--- src/rtl/arm7tdmi_pkg.sv ---
// Shared types and constants for the ARM7TDMI instruction prefetch path.
package arm7tdmi_pkg;

  localparam int unsigned PF_ADDR_W = 32;

  localparam logic [1:0]           IMEM_SIZE_WORD = 2'b10;
  localparam logic [PF_ADDR_W-1:0] LOW_VEC        = 32'h0000_0000;
  localparam logic [PF_ADDR_W-1:0] HIGH_VEC       = 32'hFFFF_0000;

  typedef enum logic [1:0] {
    PF_IDLE,
    PF_REQ,
    PF_HALT
  } pf_state_t;

  // One fetched word, its word address and whether the fetch faulted.
  typedef struct packed {
    logic [31:0]          word;
    logic [PF_ADDR_W-3:0] waddr;
    logic                 abort;
  } pf_entry_t;

endpackage

--- src/rtl/arm7tdmi_pf_fifo.sv ---
// Generic circular FIFO, DEPTH a power of two; clear beats push/pop.
module arm7tdmi_pf_fifo #(
  parameter int unsigned DEPTH = 4,
  parameter int unsigned WIDTH = 8
) (
  input  logic                     clk,
  input  logic                     rst,
  input  logic                     clear,
  input  logic                     push,
  input  logic                     pop,
  input  logic [WIDTH-1:0]         wdata,
  output logic [WIDTH-1:0]         rdata,
  output logic [$clog2(DEPTH):0]   count,
  output logic                     empty,
  output logic                     full
);

  localparam int unsigned PTR_W = $clog2(DEPTH);
  localparam logic [PTR_W:0] FULL_CNT = (PTR_W+1)'(DEPTH);

  logic [WIDTH-1:0] mem [DEPTH];
  logic [PTR_W-1:0] rd_ptr;
  logic [PTR_W-1:0] wr_ptr;
  logic             do_push;
  logic             do_pop;

  // Qualify requests against occupancy.
  always_comb begin
    empty   = (count == '0);
    full    = (count == FULL_CNT);
    do_push = push && !full;
    do_pop  = pop && !empty;
    rdata   = mem[rd_ptr];
  end

  // Entry storage; contents need no reset since count gates visibility.
  always_ff @(posedge clk) begin
    if (do_push && !clear) begin
      mem[wr_ptr] <= wdata;
    end
  end

  // Pointers wrap naturally because DEPTH is a power of two.
  always_ff @(posedge clk) begin
    if (rst || clear) begin
      rd_ptr <= '0;
      wr_ptr <= '0;
      count  <= '0;
    end else begin
      if (do_push) wr_ptr <= wr_ptr + PTR_W'(1);
      if (do_pop)  rd_ptr <= rd_ptr + PTR_W'(1);
      case ({do_push, do_pop})
        2'b10:   count <= count + (PTR_W+1)'(1);
        2'b01:   count <= count - (PTR_W+1)'(1);
        default: count <= count;
      endcase
    end
  end

endmodule

--- src/rtl/arm7tdmi_prefetch_queue.sv ---
// Instruction prefetch queue: word fetches ahead of decode, Thumb halfword
// split, per-entry abort tagging and stale-response discard after redirect.
module arm7tdmi_prefetch_queue #(
  parameter int unsigned       DEPTH    = 4,
  parameter int unsigned       ADDR_W   = 32,
  parameter logic [ADDR_W-1:0] LOW_VEC  = ADDR_W'(arm7tdmi_pkg::LOW_VEC),
  parameter logic [ADDR_W-1:0] HIGH_VEC = ADDR_W'(arm7tdmi_pkg::HIGH_VEC)
) (
  input  logic                   clk,
  input  logic                   rst,
  input  logic                   fetch_en,
  input  logic                   high_vectors,
  input  logic                   redirect,
  input  logic [ADDR_W-1:0]      redirect_addr,
  input  logic                   redirect_thumb,
  output logic [ADDR_W-1:0]      imem_vaddr,
  output logic                   imem_req,
  output logic [1:0]             imem_size,
  input  logic [31:0]            imem_rdata,
  input  logic                   imem_ready,
  input  logic                   imem_abort,
  output logic                   instr_valid,
  input  logic                   instr_ready,
  output logic [31:0]            instruction,
  output logic [ADDR_W-1:0]      instr_addr,
  output logic                   instr_thumb,
  output logic                   instr_abort,
  output logic [$clog2(DEPTH):0] q_count
);

  import arm7tdmi_pkg::*;

  pf_state_t         state;
  logic [ADDR_W-1:0] fetch_addr;
  logic [ADDR_W-1:0] req_addr;
  logic              discard;
  logic              thumb;
  logic              hw_sel;

  pf_entry_t         push_entry;
  pf_entry_t         head;
  logic              push;
  logic              pop;
  logic              consume;
  logic              empty;
  logic              full;
  logic [ADDR_W-3:0] head_waddr;
  logic              unused_addr_bit;

  assign unused_addr_bit = redirect_addr[0];

  arm7tdmi_pf_fifo #(
    .DEPTH (DEPTH),
    .WIDTH ($bits(pf_entry_t))
  ) u_fifo (
    .clk   (clk),
    .rst   (rst),
    .clear (redirect),
    .push  (push),
    .pop   (pop),
    .wdata (push_entry),
    .rdata (head),
    .count (q_count),
    .empty (empty),
    .full  (full)
  );

  // Accept responses into the queue and decide when the head is retired.
  always_comb begin
    push             = (state == PF_REQ) && imem_ready && !redirect && !discard;
    push_entry       = '0;
    push_entry.word  = imem_rdata;
    push_entry.waddr = (PF_ADDR_W-2)'(req_addr[ADDR_W-1:2]);
    push_entry.abort = imem_abort;
    consume          = !empty && instr_ready && !redirect;
    pop              = consume && (head.abort || !thumb || hw_sel);
  end

  // Fetch FSM plus instruction-set/halfword tracking; redirect wins last.
  // req_addr is kept separate from fetch_addr so a redirect during an
  // outstanding request can retarget fetching while the bus address holds.
  always_ff @(posedge clk) begin
    if (rst) begin
      state      <= PF_IDLE;
      fetch_addr <= high_vectors ? HIGH_VEC : LOW_VEC;
      req_addr   <= '0;
      discard    <= 1'b0;
      thumb      <= 1'b0;
      hw_sel     <= 1'b0;
    end else begin
      case (state)
        PF_IDLE: begin
          if (fetch_en && !redirect && !full) begin
            state    <= PF_REQ;
            req_addr <= fetch_addr;
          end
        end
        PF_REQ: begin
          if (imem_ready) begin
            state   <= PF_IDLE;
            discard <= 1'b0;
            if (!redirect && !discard) begin
              fetch_addr <= fetch_addr + ADDR_W'(4);
              if (imem_abort) state <= PF_HALT;
            end
          end else if (redirect) begin
            discard <= 1'b1;
          end
        end
        PF_HALT: begin
          state <= PF_HALT;
        end
        default: state <= PF_IDLE;
      endcase

      if (consume && !head.abort) begin
        hw_sel <= thumb ? !hw_sel : 1'b0;
      end

      if (redirect) begin
        fetch_addr <= {redirect_addr[ADDR_W-1:2], 2'b00};
        thumb      <= redirect_thumb;
        hw_sel     <= redirect_thumb & redirect_addr[1];
        if (state == PF_HALT) state <= PF_IDLE;
      end
    end
  end

  // Present the queue head as an ARM word or a selected Thumb halfword.
  always_comb begin
    head_waddr  = (ADDR_W-2)'(head.waddr);
    instr_valid = !empty;
    instruction = '0;
    instr_addr  = '0;
    instr_abort = 1'b0;
    instr_thumb = thumb;
    imem_req    = (state == PF_REQ);
    imem_vaddr  = req_addr;
    imem_size   = IMEM_SIZE_WORD;
    if (!empty) begin
      instr_abort = head.abort;
      instr_addr  = {head_waddr, thumb & hw_sel, 1'b0};
      if (!head.abort) begin
        if (thumb) begin
          instruction = {16'h0000, hw_sel ? head.word[31:16] : head.word[15:0]};
        end else begin
          instruction = head.word;
        end
      end
    end
  end

endmodule

--- config.mk ---
export PLATFORM = sky130hd
export DESIGN_NAME = arm7tdmi_prefetch_queue
export DESIGN_NICKNAME = d
export VERILOG_FILES = /design/src/rtl/arm7tdmi_pkg.sv /design/src/rtl/arm7tdmi_pf_fifo.sv /design/src/rtl/arm7tdmi_prefetch_queue.sv
export SDC_FILE = /design/constraint.sdc
export NUM_CORES = 1
export LEC_CHECK = 0
export ABC_AREA = 1
export CAP_MARGIN = 15
export CORE_MARGIN = 4
export CORE_UTILIZATION = 56
export DETAILED_ROUTE_END_ITERATION = 6
export PLACE_DENSITY = 0.8
export SLEW_MARGIN = 0
export SYNTH_ARGS = -nofsm -noshare
export SYNTH_HDL_FRONTEND = slang
export SYNTH_HIERARCHICAL = 1
export SYNTH_SLANG_ARGS = --single-unit
--- constraint.sdc ---
create_clock -name clk -period 5.3 [get_ports clk]
set_input_delay 0.53 -clock clk [delete_from_list [all_inputs] [get_ports clk]]
set_output_delay 0.53 -clock clk [all_outputs]
set_load 0.005 [all_outputs]
==> flow_summary.yaml <==
synthesis:
  ys_seq_area_share_pct: 64.7
  synth-edff-count: 282
  synth.area.top_cells: "edfxtp_1, o21ai_0, nor2_1, dfxtp_1, nand2_1"
  syn_area_per_cell_um2: 10.7
  synth_area_um2: 14400
  yosys_warnings: 6
  post_synth_num_cell_types: 43
  synth_top_area_cell: "edfxtp_1"
  ys_ff_latch: 326
  async_reset_ff_share_pct: 0
  ys.flop_type: "edfxtp_1"
  synth_cells: 1353
  synth_top_cell_area_share_pct: 58.6
floorplanning:
  ioPinCount: 178
  num_rows: 58
  die_y_um: 169
  die_width_um: 169
  initial_utilization_pct: 57.2
  dieArea_um2: 28400
  core_um2: 25300
worst_hold_path:
  hold_start: "u_fifo/rd_ptr[1]"
  holdCritPathClass: "reg -> reg"
  hold_depth: 2
status:
  status: "finished clean"
worst_setup_path:
  crit_type: "reg -> out"
  endpoint_kind: "output port"
  cp-start-kind: "flip-flop"
  crit_arrival_ns: 3.31
  r2r_cells: 16
  worst_path_largest_cell_delay_ns: 0.62
  r2r_slack_ns: 1.83
  path_max_fanout: 75
  crit_chain: "inv_6 -> buf_4 -> nor2_1 -> o22ai_1 -> inv_1 -> nor2_1 -> clkdlybuf4s50_1"
  cpMostUsedCell: "nor2_1"
  rr_endpoint: "u_fifo/count[2]"
  worstPathRequired_ns: 4.77
  cp_slowest_cell: "buf_4"
power_and_ir_drop:
  power.internal_uw: 4570
  ir_worst_vdd_mv: 0.210
  fin_total_pwr_uw: 5720
  sw_frac_of_total_pct: 20.1
  pwr-share-clk_pct: 44.2
  total_leakage_power_uw: 0.00640
  p_switching_uw: 1150
  p_seq_share_pct: 50.9
  comb_power_share_pct: 4.9
  cellPowerDensity_nw_per_um2: 326
sta:
  grt_setup_unrepaired: "no"
  slew_viol_final: 0
  tightest_slew_ns: 1.10
  min_period_over_period_pct: 72.5
  hold_slack_ns: 0.512
  hold_violations: 0
  fmax_mhz: 260
  fin_crit_ns: 3.84
  max-slew-margin-rel_pct: 26.9
  clock_skew_ns: 0.0149
  fin_ws_ns: 1.46
  tns_ns: 0
  setup_viol_count_final: 0
clock_tree:
  cts.sink_count: 326
  cts-resized-gates: 0
  ctsHoldBuffers: 0
  path_clk_slew_ns: 0.06
  cts_buffers: 34
  cts_setup_buffers: 0
  cts-root-buf: "clkbuf_16"
  h-tree-depth: 2
  cts_tree: "yes"
  clock_latency_ns: 0.50
  clockBufferDepth: 3
placement:
  dp_slack_ns: 1.69
  io_buffers: 171
  dp.cells: 1798
  dp_hpwl_mm: 21.3
  gp_congestion: 0.924
route:
  drtIter0Drc: 934
  vias: 10304
  drc_errors: 0
  dr.pass1.iters: 5
  via_per_inst: 5.54
  routed_wl_mm: 33.9
  post_drt_wl_per_cell_um: 18.2
  ant_nets: 0
run:
  cap_viol_max_count: 0
global_routing:
  antenna_found_initial: 1
  grt_max_degree: 113
  grt_overflow_total: 0
  grt_pass1_vias: 10079
  grtUsageTotal_pct: 23.6
  grt_pass1_wl_mm: 53.2
cells_and_area:
  drive_gt1_share_pct: 11.2
  final_nets: 1584
  areaGrowthSynthToFinish_pct: 21.4
  final-instance-count-excl-fill: 1861
[cells in the mapped netlist, drive strengths merged, types with 3 or more instances]
cell type and instances:
inv 118, nor2 285, clkbuf 22, dfxtp 44, nand3 40, nand2 188
a21oi 40, xor2 5, o22ai 63, nand3b 3, buf 48, ha 6
o21ai 191, edfxtp 282
[sequential cells by signal (all words and copies together), names as in the netlist, named ones only]
name,count
state,2
u_fifo/count,3
imem_vaddr,30
instr_thumb,1
discard,1
u_fifo/mem,252
u_fifo/rd_ptr,2
hw_sel,1
fetch_addr,30
u_fifo/wr_ptr,2
[worst max-delay path: cells and delay by family, from the launching register on]
kind / cells / cell delay, ns
DFF: 1 / 0.41
and+or+nand+nor: 2 / 0.34
AOI/OAI and AO/OA: 1 / 0.23
buffers and inverters: 4 / 1.75
[routing by layer]
metal / share of wire, % / up-vias / wire length (µm) / track usage, %
met5: 0 / - / 0 / 0
met4: 3.0 / 0 / 1030 / 7.87
met3: 7.7 / 77 / 2600 / 3.90
met2: 49 / 419 / 16700 / 40.1
met1: 40 / 4881 / 13600 / 31.2
li1: - / 4927 / - / -
[layout by cell type, fill, tap and decap left out, drive strengths merged, types with 3 or more instances in the layout]
cell type,synthesis,routed
conb,2,5
a21oi,40,40
nand3b,3,3
clkinv,2,14
o21ai,191,191
o22ai,63,63
bufinv,0,6
edfxtp,282,282
clkdlybuf4s50,0,171
xor2,5,5
inv,118,118
nor2,285,285
ha,6,6
clkbuf,22,43
nand3,40,40
nand2,188,188
buf,48,12
dfxtp,44,44
[power by group through the flow]
stage	sequential [µW]	combinational [µW]	clock (µW)
6_report	2910	281	2530
4_1_cts	2910	281	2570
3_3_place_gp	2960	272	0
2_1_floorplan	2940	138	0
5_1_grt	2910	312	2690
3_5_place_dp	2960	278	0
[worst max-delay path by stage]
stage,endpoint,depth (start not counted),start,slack (ns)
after floorplan,u_fifo/mem[0][0],8,state[0],0.87
after global placement,u_fifo/mem[0][38],8,redirect,1.72
after global routing,instruction[25],7,flip-flop,1.28
after CTS,instruction[0],6,flip-flop,1.52
final,instr_addr[14],7,flip-flop,1.46
after detailed placement,u_fifo/mem[0][56],8,redirect,1.69
[logic make-up (layout without fill, tap and decap cells)]
logic type / after synthesis / in the layout / share of synthesized area, %
xor gates and xnor gates: 5 / 5 / 0.303
adders and majority gates: 7 / 7 / 0.658
buffers and inverters: 191 / 365 / 6.16
and+or+nand+nor: 518 / 518 / 15.1
AOI/OAI and AO/OA: 304 / 304 / 13.0
other: 2 / 6 / 0.0520
DFF: 326 / 326 / 64.7
[stage by stage]
stage / area [µm²] / util, %
2_1_floorplan: 14500 / -
3_3_place_gp: 16300 / 64.6
3_5_place_dp: 16300 / 64.6
4_1_cts: 17500 / 69.4
5_1_grt: 17500 / 69.4
6_report: 17500 / 69.4
[final cells by class]
class                   count  area (µm²)
inverters                 120         460
flip-flops and latches    326        9350
well taps                 330         413
fillers                  1789        7720
diodes                      1        2.50
repair buffers            183        1840
multi-input cells         839        4250
clock inverters            19         250
clock buffers              43         968
No activity file was read; power rests on OpenSTA's default activity.
